$ cat config.mk
export PLATFORM = sky130hd
export DESIGN_NAME = mem_crossbar
export DESIGN_NICKNAME = d
export VERILOG_FILES = /design/src/rtl/mem_crossbar.sv
export SDC_FILE = /design/constraint.sdc
export NUM_CORES = 1
export LEC_CHECK = 0
export CORE_AREA = 2 2 235 237
export DETAILED_ROUTE_END_ITERATION = 12
export DIE_AREA = 0 0 237 239
export PLACE_DENSITY_LB_ADDON = 0.3
export RECOVER_POWER = 25
export SKIP_CTS_REPAIR_TIMING = 1
export SLEW_MARGIN = 20
export SYNTH_ARGS = -nofsm -noshare
export SYNTH_HDL_FRONTEND = slang
export SYNTH_SLANG_ARGS = --single-unit
$ cat constraint.sdc
create_clock -name clk -period 6.01 [get_ports clk]
set_clock_uncertainty 0.2 [all_clocks]
set_input_delay 1.202 -clock clk [delete_from_list [all_inputs] [get_ports clk]]
set_output_delay 1.202 -clock clk [all_outputs]
set_load 0.005 [all_outputs]
$ cat src/rtl/mem_crossbar.sv
// mem_crossbar: NUM_MASTERS x NUM_SLAVES request/response crossbar with a round-robin arbiter per slave.
// Latency: requests are forwarded combinationally (0 cycles); responses are registered (1 cycle).
// Backpressure: a master stalls on slave ready, a full ID FIFO, its outstanding cap or a pending slave switch; responses have none.
module mem_crossbar #(
  parameter int NUM_MASTERS = 2,
  parameter int NUM_SLAVES  = 4,
  parameter int ADDR_WIDTH  = 32,
  parameter int DATA_WIDTH  = 32,
  parameter int SEL_LSB     = 14,
  parameter int MAX_OUTST   = 4
) (
  input  logic                                   clk,
  input  logic                                   rst_n,
  input  logic [NUM_MASTERS-1:0]                 i_m_req_valid,
  output logic [NUM_MASTERS-1:0]                 o_m_req_ready,
  input  logic [NUM_MASTERS-1:0]                 i_m_we,
  input  logic [NUM_MASTERS-1:0][ADDR_WIDTH-1:0] i_m_addr,
  input  logic [NUM_MASTERS-1:0][DATA_WIDTH-1:0] i_m_wdata,
  output logic [NUM_MASTERS-1:0]                 o_m_rsp_valid,
  output logic [NUM_MASTERS-1:0][DATA_WIDTH-1:0] o_m_rsp_rdata,
  output logic [NUM_SLAVES-1:0]                  o_s_req_valid,
  input  logic [NUM_SLAVES-1:0]                  i_s_req_ready,
  output logic [NUM_SLAVES-1:0]                  o_s_we,
  output logic [NUM_SLAVES-1:0][ADDR_WIDTH-1:0]  o_s_addr,
  output logic [NUM_SLAVES-1:0][DATA_WIDTH-1:0]  o_s_wdata,
  input  logic [NUM_SLAVES-1:0]                  i_s_rsp_valid,
  input  logic [NUM_SLAVES-1:0][DATA_WIDTH-1:0]  i_s_rsp_rdata,
  output logic                                   o_err
);

  localparam int SW = $clog2(NUM_SLAVES);
  localparam int IW = (NUM_MASTERS > 1) ? $clog2(NUM_MASTERS) : 1;
  localparam int PW = (MAX_OUTST > 1) ? $clog2(MAX_OUTST) : 1;
  localparam int CW = $clog2(MAX_OUTST + 1);

  // Master-side state
  logic [NUM_MASTERS-1:0][SW-1:0]  sel;
  logic [NUM_MASTERS-1:0][CW-1:0]  cnt;
  logic [NUM_MASTERS-1:0][CW-1:0]  cnt_eff;
  logic [NUM_MASTERS-1:0][SW-1:0]  last_slave;
  logic [NUM_MASTERS-1:0]          dec_q;
  logic [NUM_MASTERS-1:0]          dec;
  logic [NUM_MASTERS-1:0]          m_rdy;

  // Slave-side state and arbitration
  logic [NUM_SLAVES-1:0][IW-1:0]   rr_ptr;
  logic [NUM_SLAVES-1:0][NUM_MASTERS-1:0] elig;
  logic [NUM_SLAVES-1:0]           any_elig;
  logic [NUM_SLAVES-1:0][IW-1:0]   win;
  logic [NUM_SLAVES-1:0]           hs;
  logic [NUM_SLAVES-1:0]           room;

  // Per-slave ID FIFOs recording which master issued each outstanding request
  logic [IW-1:0]                   id_mem [NUM_SLAVES][MAX_OUTST];
  logic [NUM_SLAVES-1:0][PW-1:0]   wr_ptr;
  logic [NUM_SLAVES-1:0][PW-1:0]   rd_ptr;
  logic [NUM_SLAVES-1:0][CW-1:0]   f_cnt;
  logic [NUM_SLAVES-1:0]           f_empty;
  logic [NUM_SLAVES-1:0]           f_full;
  logic [NUM_SLAVES-1:0][IW-1:0]   f_head;
  logic [NUM_SLAVES-1:0]           f_push;

  // Response routing
  logic [NUM_SLAVES-1:0]           pop_q;
  logic [NUM_SLAVES-1:0]           bypass;
  logic [NUM_SLAVES-1:0]           spur;
  logic [NUM_SLAVES-1:0]           rsp_fire;
  logic [NUM_SLAVES-1:0][IW-1:0]   rsp_id;
  logic [NUM_MASTERS-1:0]                 rsp_vld_d;
  logic [NUM_MASTERS-1:0][DATA_WIDTH-1:0] rsp_dat_d;
  logic [NUM_MASTERS-1:0]                 rsp_vld_q;
  logic [NUM_MASTERS-1:0][DATA_WIDTH-1:0] rsp_dat_q;
  logic                                   err_q;

  function automatic logic [PW-1:0] ptr_inc(input logic [PW-1:0] p);
    return (int'(p) >= MAX_OUTST - 1) ? '0 : p + PW'(1);
  endfunction

  function automatic logic [IW-1:0] rr_next(input logic [IW-1:0] w);
    return (int'(w) >= NUM_MASTERS - 1) ? '0 : w + IW'(1);
  endfunction

  // Decode the target slave of every master from its address select field.
  always_comb begin
    sel = '0;
    for (int m = 0; m < NUM_MASTERS; m++) begin
      sel[m] = i_m_addr[m][SEL_LSB +: SW];
    end
  end

  // FIFO status and heads.
  always_comb begin
    f_empty = '0;
    f_full  = '0;
    f_head  = '0;
    for (int s = 0; s < NUM_SLAVES; s++) begin
      f_empty[s] = (f_cnt[s] == '0);
      f_full[s]  = (f_cnt[s] == CW'(MAX_OUTST));
      f_head[s]  = id_mem[s][rd_ptr[s]];
    end
  end

  // Responses that retire a stored entry; these free capacity for this cycle's arbitration.
  always_comb begin
    pop_q   = '0;
    dec_q   = '0;
    cnt_eff = '0;
    for (int s = 0; s < NUM_SLAVES; s++) begin
      pop_q[s] = rst_n && i_s_rsp_valid[s] && !f_empty[s];
      for (int m = 0; m < NUM_MASTERS; m++) begin
        if (pop_q[s] && f_head[s] == IW'(m)) dec_q[m] = 1'b1;
      end
    end
    for (int m = 0; m < NUM_MASTERS; m++) begin
      cnt_eff[m] = cnt[m] - CW'(dec_q[m]);
    end
  end

  // Eligibility: right slave, below the outstanding cap, no pending switch, FIFO space (counting a same-cycle pop).
  always_comb begin
    room = '0;
    elig = '0;
    for (int s = 0; s < NUM_SLAVES; s++) begin
      room[s] = !f_full[s] || pop_q[s];
      for (int m = 0; m < NUM_MASTERS; m++) begin
        elig[s][m] = rst_n && i_m_req_valid[m] && (sel[m] == SW'(s)) &&
                     (cnt_eff[m] < CW'(MAX_OUTST)) &&
                     ((cnt_eff[m] == '0) || (last_slave[m] == SW'(s))) && room[s];
      end
    end
  end

  // Round-robin pick per slave: first eligible master from rr_ptr upward, wrapping.
  always_comb begin
    int idx;
    idx      = 0;
    any_elig = '0;
    win      = '0;
    for (int s = 0; s < NUM_SLAVES; s++) begin
      for (int k = 0; k < NUM_MASTERS; k++) begin
        idx = int'(rr_ptr[s]) + k;
        if (idx >= NUM_MASTERS) idx = idx - NUM_MASTERS;
        if (!any_elig[s] && elig[s][idx]) begin
          any_elig[s] = 1'b1;
          win[s]      = IW'(idx);
        end
      end
    end
  end

  // Forward the winner's request to each slave; idle slaves see all zeros.
  always_comb begin
    o_s_req_valid = any_elig;
    o_s_we        = '0;
    o_s_addr      = '0;
    o_s_wdata     = '0;
    hs            = '0;
    for (int s = 0; s < NUM_SLAVES; s++) begin
      if (any_elig[s]) begin
        o_s_we[s]    = i_m_we[win[s]];
        o_s_addr[s]  = i_m_addr[win[s]];
        o_s_wdata[s] = i_m_wdata[win[s]];
      end
      hs[s] = any_elig[s] && i_s_req_ready[s];
    end
  end

  // A master is accepted when it wins its slave and that slave is ready.
  always_comb begin
    m_rdy = '0;
    for (int s = 0; s < NUM_SLAVES; s++) begin
      for (int m = 0; m < NUM_MASTERS; m++) begin
        if (hs[s] && win[s] == IW'(m)) m_rdy[m] = 1'b1;
      end
    end
  end

  assign o_m_req_ready = m_rdy;

  // Response classification: normal pop, flow-through on an empty FIFO being pushed, or spurious.
  always_comb begin
    bypass   = '0;
    spur     = '0;
    f_push   = '0;
    rsp_fire = '0;
    rsp_id   = '0;
    for (int s = 0; s < NUM_SLAVES; s++) begin
      bypass[s]   = rst_n && i_s_rsp_valid[s] && f_empty[s] && hs[s];
      spur[s]     = rst_n && i_s_rsp_valid[s] && f_empty[s] && !hs[s];
      f_push[s]   = hs[s] && !bypass[s];
      rsp_fire[s] = pop_q[s] || bypass[s];
      rsp_id[s]   = bypass[s] ? win[s] : f_head[s];
    end
  end

  // Steer each firing response to its issuing master; the single-slave rule keeps this one-hot per master.
  always_comb begin
    rsp_vld_d = '0;
    rsp_dat_d = '0;
    dec       = '0;
    for (int s = 0; s < NUM_SLAVES; s++) begin
      for (int m = 0; m < NUM_MASTERS; m++) begin
        if (rsp_fire[s] && rsp_id[s] == IW'(m)) begin
          rsp_vld_d[m] = 1'b1;
          rsp_dat_d[m] = i_s_rsp_rdata[s];
          dec[m]       = 1'b1;
        end
      end
    end
  end

  // ID FIFO pointers and occupancy.
  always_ff @(posedge clk) begin
    if (!rst_n) begin
      wr_ptr <= '0;
      rd_ptr <= '0;
      f_cnt  <= '0;
    end else begin
      for (int s = 0; s < NUM_SLAVES; s++) begin
        if (f_push[s]) wr_ptr[s] <= ptr_inc(wr_ptr[s]);
        if (pop_q[s])  rd_ptr[s] <= ptr_inc(rd_ptr[s]);
        if (f_push[s] && !pop_q[s])      f_cnt[s] <= f_cnt[s] + CW'(1);
        else if (!f_push[s] && pop_q[s]) f_cnt[s] <= f_cnt[s] - CW'(1);
      end
    end
  end

  // ID FIFO storage; only entries between the pointers are ever read, so no reset is needed.
  always_ff @(posedge clk) begin
    for (int s = 0; s < NUM_SLAVES; s++) begin
      if (f_push[s]) id_mem[s][wr_ptr[s]] <= win[s];
    end
  end

  // Round-robin pointers advance past the winner only on a handshake.
  always_ff @(posedge clk) begin
    if (!rst_n) begin
      rr_ptr <= '0;
    end else begin
      for (int s = 0; s < NUM_SLAVES; s++) begin
        if (hs[s]) rr_ptr[s] <= rr_next(win[s]);
      end
    end
  end

  // Per-master outstanding count and current target slave; simultaneous accept and response cancel.
  always_ff @(posedge clk) begin
    if (!rst_n) begin
      cnt        <= '0;
      last_slave <= '0;
    end else begin
      for (int m = 0; m < NUM_MASTERS; m++) begin
        if (m_rdy[m] && !dec[m])      cnt[m] <= cnt[m] + CW'(1);
        else if (!m_rdy[m] && dec[m]) cnt[m] <= cnt[m] - CW'(1);
        if (m_rdy[m]) last_slave[m] <= sel[m];
      end
    end
  end

  // Registered master responses.
  always_ff @(posedge clk) begin
    if (!rst_n) begin
      rsp_vld_q <= '0;
      rsp_dat_q <= '0;
    end else begin
      rsp_vld_q <= rsp_vld_d;
      rsp_dat_q <= rsp_dat_d;
    end
  end

  // Sticky error on any response that has no outstanding entry behind it.
  always_ff @(posedge clk) begin
    if (!rst_n)     err_q <= 1'b0;
    else if (|spur) err_q <= 1'b1;
  end

  // Registered outputs are masked while reset is held so nothing stale escapes before the first edge.
  assign o_m_rsp_valid = rst_n ? rsp_vld_q : '0;
  assign o_m_rsp_rdata = rst_n ? rsp_dat_q : '0;
  assign o_err         = rst_n && err_q;

endmodule

==> results.cfg, run 1 <==
[outcome]
status = completed

[logic_synthesis]
synth.most_common_cell = nand2_1
synth_common_cells = 621 x nand2_1, 195 x a21oi_1, 115 x clkbuf_1
synth_area_sq_um = 12500
avgSynthCellArea_sq_um = 6.44
synthDistinctLibCells = 68
postSynth.asyncResetShare = 0
yosys_warnings = 0
yosysSeqAreaShare = 0.213
netlist_top_cells_area = nand2_1 19%, dfxtp_1 17%, a21oi_1 7.8%
yosysTopAreaCellShare = 0.187
syn_inst = 1941
synth_top_area_cell = nand2_1
synth-edff-count = 16
ys.flop_type = dfxtp_1
synth-seq-cells = 125

[timing]
finalHoldViolCount = 0
fmax_mhz = 168
period_minus_slack_ps = 5970
worst_pin_slew_ps = 789
rsz0062_at_grt = true
max-slew-margin-rel = 0.474
finalSetupViolCount = 0
min_period_over_period = 0.993
drv_slew = 0

[drt]
num_vias = 17200
first_iter_violations = 1344
ant_nets = 0
vias_per_cell = 5.22
drcViolationCount = 0
wl_mm = 71.6
wire_per_inst_um = 21.7
firstDrtPassIters = 6

[layout]
regArea_sq_um = 2660
syn2layout_area_growth_pct = 74.9
drive_above_1_share = 0.114
fin_nets = 2883
multiInputGateArea_sq_um = 8980
layoutNonFillerInstCount = 3298
fillers = 5559

[critical_path]
max_stage_delay_ps = 530
cp-end-kind = output port
crit_type = input pin to output port
ff2ff_setup_slack_ps = 920
crit_buf_inv = 6
r2r_start = f_cnt[0]
worstPathMaxFanout = 10
critPathTopFamily = buffers and inverters
r2r_end = cnt[2]
crit_slowest_cell = clkdlybuf4s50_1
worstPathArrival_ps = 4560
required_ps = 4610
path_cells = buf_6 -> nand2_1 -> nor2_1 -> inv_1 -> nor2_1 -> or4_1 -> ha_2 -> ha_4 -> xor2_4 -> buf_6 -> a2111o_1 -> nand4_1 -> buf_6 -> buf_6 -> nand2_1 -> a21oi_1 -> clkdlybuf4s50_1
cp-start-kind = input pin
rr_worst_depth = 20
timing.critical_path.mode_cell = buf_6

[global_route]
track_usage = 0.230
grt_pass1_vias = 16000
grt_max_degree = 66
antenna_found_initial = 14
grt_pass1_wl_mm = 100
overflow = 0

[power_and_ir_drop]
totalPowerFinal_mw = 5.56
p_leak_nw = 10.8
vdd_ir_drop_max_v = 0.000206
powerDensity_nw_per_um2 = 255

[floorplanning]
fp.dieW_um = 237
design.core.area_sq_um = 54300
initial_core_util = 0.230
fp.dieH_um = 239
dieArea_sq_um = 56600
io_pins = 603
rows = 86

[clock_network]
clk_path_buf_depth = 2
cts_tree = yes
htree_levels = 4
root_buffer = clkbuf_16
cts.sinks = 125
clock_latency_ps = 440
cts_made_buffers = 17
cts.clk_slew.worst_paths_ps = 60

[placed_design]
post-dp-hpwl_mm = 52.2
dpl.cell_count = 3235
io_buffers = 598
gp_congestion = 0.943

[min_path]
hold_path_depth = 1
holdPathEnd = err_q
worstHoldStart = err_q
min_path_type = flip-flop to flip-flop

[flow_run]
cap_violations = 0
-- logic make-up (layout without fill, tap and decap cells) --
| kind of cell | count (synthesis) | after routing | synth area share |
|---|---|---|---|
| AOI/OAI and AO/OA | 547 | 547 | 0.299 |
| xor gates and xnor gates | 15 | 15 | 0.0111 |
| adders and majority gates | 36 | 36 | 0.0397 |
| buffers and inverters | 283 | 929 | 0.0913 |
| DFF | 125 | 125 | 0.213 |
| muxes | 51 | 51 | 0.0449 |
| other | 1 | 8 | 0.000300 |
| and+or+nand+nor | 883 | 883 | 0.301 |
-- worst register-to-register path, delay by kind of cell (launching register included) --
kind | cells | cell delay (ps)
xor gates and xnor gates | 2 | 420
DFF | 1 | 360
and+or+nand+nor | 7 | 1850
AOI/OAI and AO/OA | 3 | 680
buffers and inverters | 4 | 550
adders and majority gates | 4 | 940
-- placed cells by master, fill, tap and decap left out, drive strengths merged, types with 16 or more instances in the layout --
cell type        n
a211oi          35
a21oi          195
a311oi          33
a32o            66
and2            92
buf            191
clkbuf          29
clkdlybuf4s50  467
dfxtp          109
dlymetal6s2s   124
edfxtp          16
ha              30
inv            107
mux2i           47
nand2          621
nand3           27
nor2            84
nor2b           17
o211ai          34
o21ai           79
o31ai           70
-- where the power goes --
| group | internal [mW] | switching, mW | total, mW |
|---|---|---|---|
| registers | 1.07 | 0.128 | 1.20 |
| logic | 1.62 | 1.66 | 3.28 |
| clock network | 0.663 | 0.418 | 1.08 |
-- routing by layer --
metal	track usage	wire length, um	vias to the layer above
li1	-	-	7976
met1	0.264	27000	8097
met2	0.419	35700	949
met3	0.0555	6180	166
met4	0.0735	2520	20
met5	0	145	-
-- how the worst max path moves through the flow --
stage                      from              to  slack (ps)  cells after the start
2_1_floorplan             rst_n    o_s_addr[32]         280                     15
3_3_place_gp   i_s_rsp_valid[0]   o_s_wdata[60]        -530                     17
3_5_place_dp   i_s_rsp_valid[0]   o_s_wdata[60]        -560                     17
4_1_cts        i_s_rsp_valid[0]   o_s_wdata[60]        -570                     17
5_1_grt        i_s_rsp_valid[3]  o_s_wdata[104]         -60                     17
6_report                  rst_n       o_s_we[3]          40                     17
-- final cells by class --
type / instances / area share
multi-input cells: 1536 / 0.411
clock inverters: 13 / 0.00744
inverters: 105 / 0.0187
well taps: 704 / 0.0403
clock buffers: 19 / 0.0203
repair buffers: 792 / 0.380
flip-flops and latches: 125 / 0.122
diodes: 4 / 0.000458
-- flip-flops by register name, summed over array words and instances (netlist names), 2 cells and up --
| signal | cells |
|---|---|
| wr_ptr | 8 |
| id_mem | 16 |
| last_slave | 4 |
| cnt | 6 |
| rsp_vld_q | 2 |
| rd_ptr | 8 |
| rsp_dat_q | 64 |
| rr_ptr | 4 |
| f_cnt | 12 |
-- through the flow --
step | hold slack [ps] | TNS [ps] | util | setup WS (ps) | instance area (sq um)
global placement | 267 | -86010 | 0.374 | -532 | 20300
finish | 287 | 0 | 0.402 | 44.2 | 21900
floorplan | 250 | 0 | - | 284 | 12500
CTS | 285 | -93510 | 0.385 | -568 | 20900
global route | 296 | -460 | 0.402 | -62.3 | 21800
detailed placement | 274 | -88400 | 0.374 | -557 | 20300
Power figures use the tool's default switching activity.
==> run 2: changes to the inputs <==
--- a/config.mk
+++ b/config.mk
@@ -15,3 +15,4 @@
 export SYNTH_ARGS = -nofsm -noshare
 export SYNTH_HDL_FRONTEND = slang
 export SYNTH_SLANG_ARGS = --single-unit
+export TNS_END_PERCENT = 10
==> constraint.sdc (replaced) <==
create_clock -name clk -period 5.5 [get_ports clk]
set_clock_uncertainty 0.2 [all_clocks]
set_input_delay 1.1 -clock clk [delete_from_list [all_inputs] [get_ports clk]]
set_output_delay 1.1 -clock clk [all_outputs]
set_load 0.005 [all_outputs]
==> results.cfg, run 2 (same netlist as run 1, synthesis figures left out) <==
[global_route]
grt_util_met1 = 0.269
grt_pass1_wl_mm = 101
met3_usage = 0.0572
overflow = 0
grt_pass1_vias = 16200
track_usage = 0.232
grt_max_degree = 66
grt_most_used_layer = met2
grtUsageMet2 = 0.411
antenna_found_initial = 15

[flow_run]
cap_violations = 0

[timing]
max-slew-margin-rel = 0.482
worst_pin_slew_ps = 777
drv_slew = 0
finalSetupViolCount = 77
fmax_mhz = 177
worst_slack_ps = -156
min_period_over_period = 1.03
holdWs_ps = 284
rsz0062_at_grt = true
period_minus_slack_ps = 5660
finalHoldViolCount = 0

[floorplanning]
initial_core_util = 0.230
rows = 86
dieArea_sq_um = 56600
fp.dieH_um = 239
fp.dieW_um = 237
design.core.area_sq_um = 54300
io_pins = 603

[critical_path]
cp-start-kind = input pin
worstPathMaxFanout = 10
rr_worst_depth = 23
worstPathArrival_ps = 4360
required_ps = 4200
cp-end-kind = output port
crit_type = input pin to output port

[drt]
firstDrtPassIters = 7
wl_mm = 73.5
vias_per_cell = 5.24
drcViolationCount = 0
num_vias = 17500
ant_nets = 0
first_iter_violations = 1445
wire_per_inst_um = 22.1

[min_path]
hold_path_depth = 2
min_path_type = flip-flop to flip-flop

[layout]
mostFrequentLayoutCells = 587 x nand2_1, 355 x clkdlybuf4s50_1, 167 x buf_4
fin_util = 0.413
regArea_sq_um = 2670
largest_reg_flops = 64
fillers = 5566
syn2layout_area_growth_pct = 79.5
multiInputGateArea_sq_um = 9320
fin_nets = 2920
layoutNonFillerInstCount = 3335
final_common_cell = nand2_1
drive_above_1_share = 0.187
largest_register = rsp_dat_q

[clock_network]
cts_made_buffers = 17
htree_levels = 4
clock_latency_ps = 440
cts_tree = yes
cts.sinks = 125
root_buffer = clkbuf_16
clk_path_buf_depth = 2
cts.clk_slew.worst_paths_ps = 60

[placed_design]
post-dp-hpwl_mm = 52.7
io_buffers = 598
gp_congestion = 0.948
dpl.cell_count = 3265
place_ws_ps = -879

[power_and_ir_drop]
p_leak_nw = 11.9
powerDensity_nw_per_um2 = 277
vdd_ir_drop_max_v = 0.000244

[outcome]
status = complete, but fails checks
violations = setup timing
## run 2: cell types whose count changed in the layout (fill, tap and decap cells not counted), moves of 9 or more
cell             before  now
a21oi_1             179  138
a21oi_2              16   56
buf_2                 2   21
buf_4               151  167
buf_8                 1   10
clkbuf_2              1   59
clkdlybuf4s50_1     467  355
dlymetal6s2s_1      124  160
nand2_1             617  587
nand2_2               2   23
nand2_4               1   10
## run 2: final timing paths
check                                    from             to  slack [ps]
worst max-delay path                    rst_n   o_s_addr[54]        -160
worst min-delay path            last_slave[2]  last_slave[2]         280
worst max register to register       f_cnt[9]         cnt[2]         320
worst min register to register  last_slave[2]  last_slave[2]         280
## run 2: power by group
group	total, mW	internal (mW)	switching, mW
combinational	3.72	1.82	1.90
sequential	1.31	1.17	0.141
clock	1.18	0.683	0.498
## run 2: routing by layer
metal,wire (um),up-vias
met5,137,-
met4,3060,20
met3,6540,173
met2,35900,965
met1,27900,8278
li1,-,8049
## run 2: layout make-up
type / count / share of cell area
Antenna cell: 4 / 0.000446
Clock buffer: 17 / 0.0190
Clock inverter: 15 / 0.00792
Inverter: 105 / 0.0188
Multi-Input combinational cell: 1536 / 0.416
Sequential cell: 125 / 0.119
Tap cell: 704 / 0.0393
Timing Repair Buffer: 829 / 0.380
## run 2: critical path: stages
cell and delay [ps]:
buf_16 130, nand2_4 80, nor2_4 50, inv_2 70, nor2_2 40, or4_1 470
ha_2 220, ha_4 180, xor2_4 160, a2bb2oi_2 180, or4_4 540, nand2_8 190
buf_12 180, buf_12 150, buf_8 150, buf_4 110, nand2_1 50, a21oi_2 130
buf_2 130
## run 2: metrics by stage
stage	TNS, ps	power, mW	cell area, sq um
after floorplan	-14.8	2.85	12500
after global placement	-178710	4.79	20600
after detailed placement	-181490	4.83	20600
after CTS	-185630	6.04	21200
after global routing	-13560	6.56	22400
final	-4380	6.22	22400
